--- config.mk ---
export PLATFORM = sky130hd
export DESIGN_NAME = mem_rd_ctrl
export DESIGN_NICKNAME = d
export VERILOG_FILES = /design/src/rtl/mem_rd_ctrl.sv
export SDC_FILE = /design/constraint.sdc
export NUM_CORES = 1
export LEC_CHECK = 0
export BUFFER_PORTS_ARGS = -buffer_cell sky130_fd_sc_hd__buf_2
export CAP_MARGIN = 20
export CORE_MARGIN = 2
export CORE_UTILIZATION = 40
export CTS_BUF_LIST = sky130_fd_sc_hd__clkbuf_16
export DETAILED_ROUTE_END_ITERATION = 12
export GPL_ROUTABILITY_DRIVEN = 0
export GPL_TIMING_DRIVEN = 0
export PLACE_DENSITY_LB_ADDON = 0.15
export SYNTH_ARGS = -nofsm -noshare
export SYNTH_HDL_FRONTEND = slang
export SYNTH_SLANG_ARGS = --single-unit
export TNS_END_PERCENT = 20
--- constraint.sdc ---
create_clock -name clk -period 2.78 [get_ports clk]
set_input_delay 0 -clock clk [delete_from_list [all_inputs] [get_ports clk]]
set_output_delay 0 -clock clk [all_outputs]
set_load 0.1 [all_outputs]
--- src/rtl/mem_rd_ctrl.sv ---
// Read-side memory-mapped peripheral: buffers 16-bit external samples in a FIFO
// that the CPU pops through DATA_ADDR and inspects through STAT_ADDR.
module mem_rd_ctrl #(
    parameter int          DEPTH     = 8,
    parameter logic [31:0] DATA_ADDR = 32'h24,
    parameter logic [31:0] STAT_ADDR = 32'h28
) (
    input  logic        clk,
    input  logic        rst_n,
    input  logic [31:0] addr,
    input  logic        re,
    output logic [31:0] rdata,
    output logic        rvalid,
    input  logic [15:0] in_data,
    input  logic        in_valid,
    output logic        in_ready,
    output logic        overflow
);
    localparam int AW = $clog2(DEPTH);
    localparam int CW = AW + 1;

    logic [15:0]   mem_q [DEPTH];
    logic [AW-1:0] wptr_q, wptr_d;
    logic [AW-1:0] rptr_q, rptr_d;
    logic [CW-1:0] count_q, count_d;
    logic          ovf_q, ovf_d;
    logic [31:0]   rdata_q, rdata_d;
    logic          rvalid_q, rvalid_d;

    logic       empty, full, push, drop, data_rd, stat_rd, pop;
    logic [7:0] count8;

    assign empty   = (count_q == '0);
    assign full    = (count_q == CW'(DEPTH));
    assign push    = in_valid & ~full;
    assign drop    = in_valid & full;
    assign data_rd = re & (addr == DATA_ADDR);
    assign stat_rd = re & (addr == STAT_ADDR);
    assign pop     = data_rd & ~empty;
    assign count8  = 8'(count_q);

    always_comb begin
        // NOTE: every signal gets its hold value first, so no path can infer a latch.
        wptr_d   = wptr_q;
        rptr_d   = rptr_q;
        count_d  = count_q;
        ovf_d    = ovf_q;
        rdata_d  = rdata_q;
        rvalid_d = re;

        if (re) begin
            rdata_d = 32'h0;
            if (pop)
                rdata_d = {16'h0, mem_q[rptr_q]};
            else if (stat_rd)
                rdata_d = {16'h0, count8, 4'h0, 1'b0, ovf_q, full, empty};
        end

        if (push) wptr_d = wptr_q + AW'(1);
        if (pop)  rptr_d = rptr_q + AW'(1);

        case ({push, pop})
            2'b10:   count_d = count_q + CW'(1);
            2'b01:   count_d = count_q - CW'(1);
            default: count_d = count_q;
        endcase

        // A drop in the same cycle as a status read must survive the clear.
        if (drop)
            ovf_d = 1'b1;
        else if (stat_rd)
            ovf_d = 1'b0;
    end

    // NOTE: the sample array has no reset; the pointers and count define validity.
    always_ff @(posedge clk) begin
        if (push) mem_q[wptr_q] <= in_data;
    end

    always_ff @(posedge clk or negedge rst_n) begin
        if (!rst_n) begin
            wptr_q   <= '0;
            rptr_q   <= '0;
            count_q  <= '0;
            ovf_q    <= 1'b0;
            rdata_q  <= 32'h0;
            rvalid_q <= 1'b0;
        end else begin
            wptr_q   <= wptr_d;
            rptr_q   <= rptr_d;
            count_q  <= count_d;
            ovf_q    <= ovf_d;
            rdata_q  <= rdata_d;
            rvalid_q <= rvalid_d;
        end
    end

    assign rdata    = rdata_q;
    assign rvalid   = rvalid_q;
    assign in_ready = ~full;
    assign overflow = ovf_q;
endmodule

==> results.yml <==
sta:
  hold_viol_final: 0
  fin_crit_sh: 0.938
  fin_crit_ns: 2.61
  maxSlewHeadroom: 0.397
  rsz0062_at_grt: "no"
  slew_viol_final: 0
  final-setup-viol-count: 0
  postLayoutSetupSlackWorst_ns: 0.171
  fmax_mhz: 383
  finClkSkew_ns: 0.00835
  worst_slew_pin_slew_ns: 0.905
layout:
  final_cells: 718
  drive_gt1_frac: 0.347
  area_delta_synth_final_pct: 25.7
  diodes: 0
  final_nets: 546
job:
  drv_cap: 0
logic_synthesis:
  synthXorXnorAreaFrac: 0.0122
  yosys_warnings: 0
  muxShareOfSynthArea: 0.118
  synth-simple-area-share: 0.0644
  syn_area_per_cell_um2: 17.9
  synth.top_cell.area_share: 0.605
  ys_seq_area_frac: 0.715
  synth-seq-cells: 156
  async_flop_share: 0.179
  synth-edff-count: 128
  synth_fa_ha_area_frac: 0.00984
  synth_top_family_by_area: "multiplexers"
  synth.distinct_cells: 43
  yosysTopAreaCell: "edfxtp_1"
  syn_area_um2: 6360
  synth_ff_type: "edfxtp_1"
  synthCells: 356
  synth_compound_area_frac: 0.0417
  synth_area_leaders: "edfxtp_1 60%, dfrtp_1 11%, mux4_2 8.9%"
global_route:
  grt_max_degree: 29
  track_usage: 0.170
  use_met3: 0.0324
  first_global_vias: 3658
  grt_overflow: 0
  top_usage_layer: "met2"
  grt_pass1_wl_mm: 20.5
  antenna_found_initial: 0
  grt_use_met2: 0.261
  met1_usage: 0.238
route:
  routed_via_density: 4.93
  drt_wl_total_mm: 13.3
  post_drt_wl_per_cell_um: 18.6
  firstDrtPassIters: 7
  route.detailed.drc: 0
  vias: 3540
  drt_iter0_markers: 310
  antenna_left: 0
setup_path:
  worst_setup_path_end_kind: "flip-flop"
  critPathLaunchType: "input pin"
  cp.required_ns: 3.08
  r2r_slack_ns: 0.18
  r2r_end: "rdata[4]"
  crit_end: "count_q[2]"
  cp.arrival_ns: 2.90
  critPathMaxFanout: 10
  path_class: "in2reg"
  reg2reg_depth: 5
  regToRegStartpoint: "rptr_q[1]"
  cp-startpoint: "re"
clocking:
  cts_tree: "built"
  cts_max_level: 4
  clkSlewWorstSetupHoldPaths_ns: 0.06
  numClockSinks: 156
  cts_buffers: 17
  cts_root_buf: "clkbuf_16"
  cts_setup_buffers: 0
  cts_buffer_depth: 2
  clk_latency_ns: 0.42
die:
  die_w_um: 130
  pin_count: 87
  fp.dieH_um: 130
  fp-row-count: 46
  core-area_um2: 15700
  die_area_um2: 16900
  start_util: 0.405
power:
  max-vdd-ir-drop_v: 0.000423
  leakagePower_nw: 2.94
  power_mw: 6.00
  power_density_nw_per_um2: 752
placed_design:
  pre_cts_slack_ns: 0.0585
  placedCellCount: 666
  port-buffer-count: 70
  dp_hpwl_mm: 8.78
status:
  outcome: "finished clean"
min_path:
  hold_class: "in2reg"
==> routing by layer <==
| layer | vias to the layer above | part of all wire | wire (µm) |
|---|---|---|---|
| met5 | - | 0 | 0 |
| met4 | 0 | 0.020 | 265 |
| met3 | 19 | 0.055 | 733 |
| met2 | 121 | 0.46 | 6160 |
| met1 | 1765 | 0.46 | 6170 |
| li1 | 1635 | - | - |
==> layout by cell type (no fill, tap or decap), types with 5 or more instances in the layout <==
cell type	n
edfxtp_1	128
buf_2	74
dfrtp_1	28
mux4_2	25
dlygate4sd3_1	21
buf_4	18
clkbuf_16	17
mux2i_1	16
conb_1	16
inv_1	15
nor2b_1	10
nand2_1	10
o22ai_1	9
nor2_1	8
a211oi_1	7
a311oi_1	7
a221o_1	7
nor2_2	6
and2b_1	6
nor4_1	5
xor2_1	5
clkbuf_1	5
==> registers in the layout, indices dropped and copies added (netlist names) <==
register  flops
overflow      1
rvalid        1
mem_q       128
rdata        16
count_q       4
rptr_q        3
wptr_q        3
==> cell type report <==
type / instances / area (µm²)
tap: 216 / 270
fill: 1329 / 7720
inverter: 13 / 51.3
timing repair buffer: 100 / 726
sequential: 156 / 4540
clock inverter: 15 / 118
buffer: 29 / 189
multi-input combinational: 172 / 1660
clock buffer: 17 / 425
==> kinds of logic (layout without fill, tap and decap cells) <==
family,after synthesis,after routing
other,1,16
AND/OR/NAND/NOR,65,65
XOR/XNOR,8,8
multiplexers,43,43
adder cells (fa/ha/maj),5,5
flip-flops,156,156
buffers and inverters,43,174
AO/OA/AOI/OAI,35,35
==> synth_stat cells, types with 2 or more instances <==
cell	count
a221o_1	7
xnor2_1	2
a311oi_1	7
nand4_1	2
xor2_1	5
buf_4	18
nor4b_2	2
nand2b_1	4
and2b_1	6
nor2b_1	10
nor2_1	14
nor3_1	2
clkbuf_1	6
nor4_1	5
edfxtp_1	128
inv_1	10
buf_2	4
nor4_2	3
o22ai_1	9
mux4_2	25
dfrtp_1	28
o21ai_1	2
ha_1	5
a211oi_1	7
inv_2	2
mux2i_1	16
a21oi_1	2
nand2_1	10
==> critical path, stage by stage <==
cell           delay, ns
dlygate4sd3_1       0.52
buf_2               0.20
nor3b_2             0.18
nand4_1             0.21
or4b_4              0.60
inv_4               0.14
ha_2                0.24
xor2_1              0.08
ha_1                0.18
a21oi_1             0.16
xor2_1              0.17
nor2_1              0.07
xor2_1              0.14
==> power breakdown <==
part	switching [mW]	internal, mW
logic	0.528	0.326
registers	0.153	2.86
clock network	0.855	1.29
==> through the flow <==
step	setup TNS [ns]	util	cell area, µm²	hold WS [ns]
floorplan	-3.10	-	6420	-0.296
global placement	-57.11	0.448	7040	0.0832
detailed placement	0	0.460	7230	0.103
CTS	0	0.508	7980	0.0882
global route	0	0.508	7990	0.120
finish	0	0.508	7990	0.106
==> worst min path at each step <==
stage                        from          to  slack, ns  depth (start not counted)
after global routing      addr[2]   rdata[11]       0.12                          3
after floorplan             rst_n  count_q[0]      -0.30                          0
after global placement      rst_n    rdata[8]       0.08                          1
final                     addr[0]   rptr_q[2]       0.11                          5
after CTS                 addr[0]   rptr_q[2]       0.09                          5
after detailed placement    rst_n    rdata[9]       0.10                          1
==> what timing repair did <==
| action | 4_1_cts | 5_1_grt |
|---|---|---|
| hold buffers | 21 | 0 |
| endpoints found under the setup margin | 0 | 3 |
| gates resized for setup | 0 | 2 |
| endpoints found under the hold margin | 159 | 0 |
(Power assumes the default switching activity.)
